## src/rtl/robo_ctrl.sv

```systemverilog
// Wall-following cleaning robot controller: sense -> decide -> issue command handshake.
// Optional step limit enabled by defining ROBO_STEP_LIMIT_EN.
module robo_ctrl #(
  parameter logic [15:0] MAX_STEPS   = 16'd1000,
  parameter int unsigned STUCK_TURNS = 4
) (
  input  logic        clk,
  input  logic        reset,
  input  logic        start,
  input  logic        sensor_valid,
  input  logic        head,
  input  logic        left,
  input  logic        under,
  input  logic        barrier,
  input  logic        cmd_ready,
  output logic [2:0]  cmd,
  output logic        cmd_valid,
  output logic        busy,
  output logic        done,
  output logic        stuck,
  output logic [15:0] step_cnt
);

  localparam int unsigned CMD_W  = 3;
  localparam int unsigned STEP_W = 16;
  localparam int unsigned TURN_W = $clog2(STUCK_TURNS + 1);

  typedef enum logic [CMD_W-1:0] {
    CMD_NOP    = 3'd0,
    CMD_FWD    = 3'd1,
    CMD_TURN_L = 3'd2,
    CMD_TURN_R = 3'd3,
    CMD_CLEAN  = 3'd4,
    CMD_REMOVE = 3'd5
  } cmd_e;

  typedef enum logic [2:0] {
    S_IDLE   = 3'd0,
    S_SENSE  = 3'd1,
    S_DECIDE = 3'd2,
    S_ISSUE  = 3'd3,
    S_HALT   = 3'd4
  } state_e;

  state_e              r_state, w_state_nxt;
  cmd_e                r_cmd, w_cmd_nxt;
  logic                r_cmd_valid, w_cmd_valid_nxt;
  logic                r_busy, w_busy_nxt;
  logic                r_done, w_done_nxt;
  logic                r_stuck, w_stuck_nxt;
  logic [STEP_W-1:0]   r_step_cnt, w_step_nxt;
  logic [TURN_W-1:0]   r_turn_cnt, w_turn_nxt;
  logic                r_pend_fwd, w_pend_nxt;
  logic                r_head, r_left, r_under, r_barrier;
  logic                w_head_nxt, w_left_nxt, w_under_nxt, w_barrier_nxt;

  logic                w_xfer;
  logic [STEP_W-1:0]   w_step_inc;
  logic [TURN_W-1:0]   w_turn_inc;
  logic                w_limit_hit;

  assign w_xfer     = r_cmd_valid & cmd_ready;
  assign w_step_inc = (r_step_cnt == '1) ? r_step_cnt : r_step_cnt + STEP_W'(1);
  assign w_turn_inc = r_turn_cnt + TURN_W'(1);

`ifdef ROBO_STEP_LIMIT_EN
  assign w_limit_hit = (w_step_inc == MAX_STEPS);
`else
  logic w_unused_max;
  assign w_unused_max = ^MAX_STEPS;
  assign w_limit_hit  = 1'b0;
`endif

  // State and all outputs are registered together so they change on the same edge.
  always_ff @(posedge clk or negedge reset) begin
    if (!reset) begin
      r_state     <= S_IDLE;
      r_cmd       <= CMD_NOP;
      r_cmd_valid <= 1'b0;
      r_busy      <= 1'b0;
      r_done      <= 1'b0;
      r_stuck     <= 1'b0;
      r_step_cnt  <= '0;
      r_turn_cnt  <= '0;
      r_pend_fwd  <= 1'b0;
      r_head      <= 1'b0;
      r_left      <= 1'b0;
      r_under     <= 1'b0;
      r_barrier   <= 1'b0;
    end else begin
      r_state     <= w_state_nxt;
      r_cmd       <= w_cmd_nxt;
      r_cmd_valid <= w_cmd_valid_nxt;
      r_busy      <= w_busy_nxt;
      r_done      <= w_done_nxt;
      r_stuck     <= w_stuck_nxt;
      r_step_cnt  <= w_step_nxt;
      r_turn_cnt  <= w_turn_nxt;
      r_pend_fwd  <= w_pend_nxt;
      r_head      <= w_head_nxt;
      r_left      <= w_left_nxt;
      r_under     <= w_under_nxt;
      r_barrier   <= w_barrier_nxt;
    end
  end

  always_comb begin
    w_state_nxt     = r_state;
    w_cmd_nxt       = r_cmd;
    w_cmd_valid_nxt = r_cmd_valid;
    w_busy_nxt      = 1'b0;
    w_done_nxt      = r_done;
    w_stuck_nxt     = r_stuck;
    w_step_nxt      = r_step_cnt;
    w_turn_nxt      = r_turn_cnt;
    w_pend_nxt      = r_pend_fwd;
    w_head_nxt      = r_head;
    w_left_nxt      = r_left;
    w_under_nxt     = r_under;
    w_barrier_nxt   = r_barrier;

    case (r_state)
      S_IDLE: begin
        if (start) begin
          w_state_nxt = S_SENSE;
          w_step_nxt  = '0;
          w_turn_nxt  = '0;
          w_done_nxt  = 1'b0;
          w_stuck_nxt = 1'b0;
          w_pend_nxt  = 1'b0;
        end
      end
      S_SENSE: begin
        if (sensor_valid) begin
          w_head_nxt    = head;
          w_left_nxt    = left;
          w_under_nxt   = under;
          w_barrier_nxt = barrier;
          w_state_nxt   = S_DECIDE;
        end
      end
      S_DECIDE: begin
        w_state_nxt     = S_ISSUE;
        w_cmd_valid_nxt = 1'b1;
        w_pend_nxt      = 1'b0;
        if (r_under) begin
          w_cmd_nxt = CMD_CLEAN;
        end else if (!r_left) begin
          w_cmd_nxt  = CMD_TURN_L;
          w_pend_nxt = 1'b1;
        end else if (!r_head) begin
          w_cmd_nxt = CMD_FWD;
        end else if (r_barrier) begin
          w_cmd_nxt = CMD_REMOVE;
        end else begin
          w_cmd_nxt = CMD_TURN_R;
        end
      end
      S_ISSUE: begin
        if (w_xfer) begin
          w_cmd_nxt       = CMD_NOP;
          w_cmd_valid_nxt = 1'b0;
          w_state_nxt     = S_SENSE;
          case (r_cmd)
            CMD_TURN_L: begin
              // Left turn is always followed by a forward move without re-sensing.
              if (r_pend_fwd) begin
                w_cmd_nxt       = CMD_FWD;
                w_cmd_valid_nxt = 1'b1;
                w_pend_nxt      = 1'b0;
                w_state_nxt     = S_ISSUE;
              end
            end
            CMD_FWD: begin
              w_step_nxt = w_step_inc;
              w_turn_nxt = '0;
              if (w_limit_hit) begin
                w_state_nxt = S_HALT;
                w_done_nxt  = 1'b1;
                w_pend_nxt  = 1'b0;
              end
            end
            CMD_TURN_R: begin
              w_turn_nxt = w_turn_inc;
              if (w_turn_inc == TURN_W'(STUCK_TURNS)) begin
                w_state_nxt = S_HALT;
                w_stuck_nxt = 1'b1;
              end
            end
            default: ;
          endcase
        end
      end
      S_HALT: ;
      default: begin
        w_state_nxt     = S_IDLE;
        w_cmd_nxt       = CMD_NOP;
        w_cmd_valid_nxt = 1'b0;
      end
    endcase

    w_busy_nxt = (w_state_nxt == S_SENSE) || (w_state_nxt == S_DECIDE) ||
                 (w_state_nxt == S_ISSUE);
  end

  assign cmd       = r_cmd;
  assign cmd_valid = r_cmd_valid;
  assign busy      = r_busy;
  assign done      = r_done;
  assign stuck     = r_stuck;
  assign step_cnt  = r_step_cnt;

endmodule

```

## config.mk

```make
export PLATFORM = sky130hd
export DESIGN_NAME = robo_ctrl
export DESIGN_NICKNAME = d
export VERILOG_FILES = /design/src/rtl/robo_ctrl.sv
export SDC_FILE = /design/constraint.sdc
export NUM_CORES = 1
export LEC_CHECK = 0
export BUFFER_PORTS_ARGS = -buffer_cell sky130_fd_sc_hd__buf_4
export CAP_MARGIN = 0
export CORE_UTILIZATION = 55
export DETAILED_ROUTE_END_ITERATION = 10
export GPL_TIMING_DRIVEN = 0
export PLACE_DENSITY = 0.86
export SYNTH_ARGS = -nofsm -noshare
export SYNTH_HDL_FRONTEND = slang
export SYNTH_SLANG_ARGS = --single-unit
```

## constraint.sdc

```tcl
create_clock -name clk -period 2.51 [get_ports clk]
set_input_delay 0 -clock clk [delete_from_list [all_inputs] [get_ports clk]]
set_output_delay 0 -clock clk [all_outputs]
set_load 0.01 [all_outputs]
```

==> out/qor.yml <==
global_routing:
  grt_pass1_vias: 1444
  grt_pass1_wl_um: 6550
  antenna_found_initial: 0
  grt_use_total_pct: 25.8
  grt-ovfl-total: 0
  grt_max_degree: 34
clock_tree:
  root_buffer: "clkbuf_4"
  path_clk_slew_ns: 0.10
  clk_latency_ns: 0.34
  h-tree-depth: 2
  cts_sinks: 33
  clockBufferDepth: 2
  cts_made_buffers: 5
  cts_tree: "built"
critical_path:
  cpPeakStageDelay_ns: 0.71
  r2r_setup_slack_ns: 0.22
  path_max_fanout: 9
  cp.required_ns: 2.74
  critical_path_arrival_ns: 2.52
  path_class: "flip-flop to flip-flop"
  cpMaxStageDelayCell: "nor4_2"
  start_kind: "flip-flop"
  crit_chain: "ha_1, nand4_1, nor4_2, nor3_1, nand3_1, mux2_2"
  end_kind: "flip-flop"
finish:
  antenna_cells: 0
  drive_above_1_share_pct: 24.1
  syn2layout_area_growth_pct: 23.2
  fillers: 245
  multi_input_area_sq_um: 908
  fin_util_pct: 72.4
  layout.nets: 248
  regArea_sq_um: 826
route:
  wl_per_cell_um: 13.7
  drt_iter0_drc: 57
  vias: 1566
  drc: 0
  totalWireLength_um: 3850
  detail-route-antenna-nets: 0
  vias_per_cell: 5.57
  dr.pass1.iters: 4
timing:
  hold_viol_final: 0
  setup_viol: 0
  fin_setup_tns_ns: 0
  maxSlewViolCount: 0
  fmax_ghz: 0.437
  period_minus_slack_ns: 2.29
  fin_skew_ns: 0.00951
  rsz0062_at_grt: "no"
  fin_crit_sh_pct: 91.2
  hold-worst-slack_ns: 0.0346
  worstMarginPinSlew_ns: 0.773
  worst_slew_margin_rel_pct: 48.0
floorplanning:
  die_h_um: 59.4
  rows: 20
  io_pins: 32
  die-area_sq_um: 3520
  core-area_sq_um: 3080
  start_util_pct: 58.8
  die_width_um: 59.4
power_and_ir_drop:
  finalPower_uw: 2120
  power.density_nw_per_um2: 950
  p_leak_uw: 0.000982
  vdd_drop_max_v: 0.000534
logic_synthesis:
  synth_area_sq_um: 1810
  synthArstFlopShare_pct: 100
  synth_top_flop_cell: "dfrtp_1"
  ys_warn_count: 0
  synth_edf_count: 0
  ys_seq_area_share_pct: 45.6
  synth_nets: 204
  synthDistinctLibCells: 48
  synth.avg_cell_area_sq_um: 9.42
  synth-seq-cells: 33
  synthCells: 192
run:
  drv_cap: 0
run_status:
  outcome: "finished, final reports clean"
placed_design:
  portBuffers: 30
  place_congestion: 0.810
  hpwl_um: 2630
worst_hold_path:
  hp-class: "input pin to flip-flop"
==> cell type report <==
cell class / instances / share of cell area [%]
timing repair buffer: 37 / 13.2
sequential: 33 / 37.0
inverter: 6 / 1.01
tap: 44 / 2.47
buffer: 9 / 2.36
clock inverter: 1 / 0.224
clock buffer: 7 / 2.92
multi-input combinational: 144 / 40.7
==> sequential cells by signal, indices dropped and copies added (netlist names) <==
signal and cells:
r_turn_cnt 3, cmd 3, r_barrier 1, r_under 1
r_state 3, step_cnt 16, r_head 1, stuck 1
r_left 1, cmd_valid 1, busy 1, r_pend_fwd 1
==> path summary, 6_finish.rpt <==
check | start | to | cells after the start
worst min-delay path | cmd_ready | r_pend_fwd | 4
min in group asynchronous | reset | step_cnt[3] | 2
max in group asynchronous | reset | step_cnt[7] | 2
worst max-delay path | step_cnt[0] | step_cnt[7] | 6
worst max register to register | step_cnt[0] | step_cnt[7] | 6
worst min register to register | stuck | stuck | 2
==> worst max-delay path, delay by kind of cell (launching register included) <==
family | cells | cell delay [ns]
fa+ha+maj | 1 | 0.25
mux | 1 | 0.33
simple gates | 4 | 1.18
flops | 1 | 0.43
==> cells in the final DEF, fill, tap and decap left out, types with 6 or more instances in the layout <==
cell type,synthesis,routed
dlygate4sd3_1,0,7
nor2_1,19,19
buf_4,1,31
xnor2_1,8,8
nor4_1,6,6
nand3_1,10,10
clkbuf_1,6,6
nand2_1,19,19
inv_1,6,6
nor2b_1,6,6
dfrtp_1,33,33
a21oi_1,6,6
o21ai_0,14,14
nand4_1,6,6
==> stage by stage <==
step                instances  setup slack (ns)  cell area (sq um)
floorplan                 192             0.332               1810
global placement          266             0.250               2090
detailed placement        266             0.229               2090
CTS                       281             0.230               2230
global route              281            0.0889               2230
finish                    281             0.220               2230
==> synth_stat cells, types with 2 or more instances <==
cell / instances / area [sq um]
a21oi_1: 6 / 30.0
a22o_1: 2 / 17.5
and3_1: 3 / 18.8
buf_6: 2 / 22.5
clkbuf_1: 6 / 22.5
dfrtp_1: 33 / 826
ha_1: 3 / 37.5
inv_1: 6 / 22.5
mux2_2: 5 / 56.3
nand2_1: 19 / 71.3
nand2b_1: 2 / 12.5
nand3_1: 10 / 50.1
nand4_1: 6 / 37.5
nor2_1: 19 / 71.3
nor2b_1: 6 / 37.5
nor3_1: 4 / 20.0
nor4_1: 6 / 37.5
o21ai_0: 14 / 70.1
o41ai_1: 2 / 17.5
or2_2: 2 / 12.5
or4_1: 2 / 15.0
xnor2_1: 8 / 70.1
==> power breakdown <==
group / internal [uW] / switching (uW) / leakage (uW) / total (uW)
registers: 715 / 217 / 0.000429 / 932
logic: 420 / 421 / 0.000511 / 841
clock network: 162 / 182 / 0.0000413 / 345
total: 1300 / 820 / 0.000982 / 2120
==> cells by family after synthesis <==
group | share of synthesized area [%]
xor+xnor | 4.36
buf+inv | 4.15
fa+ha+maj | 2.07
flops | 45.6
compound gates | 12.9
simple gates | 27.0
other cells | 0.207
mux | 3.67
==> repair_timing <==
action                                 4_1_cts  5_1_grt
endpoints found under the hold margin       40        0
gates resized for setup                      0        0
setup buffers                                0        0
hold buffers                                 7        0
==> per-layer routing <==
layer  up-vias  wire, um  part of all wire (%)  track usage (%)
met5         -         0                     0                0
met4         0        63                   1.6             9.52
met3         6       166                   4.3             7.21
met2        38      1820                    47             41.9
met1       741      1810                    47             32.7
li1        781         -                     -                -
Power figures use the tool's default switching activity.
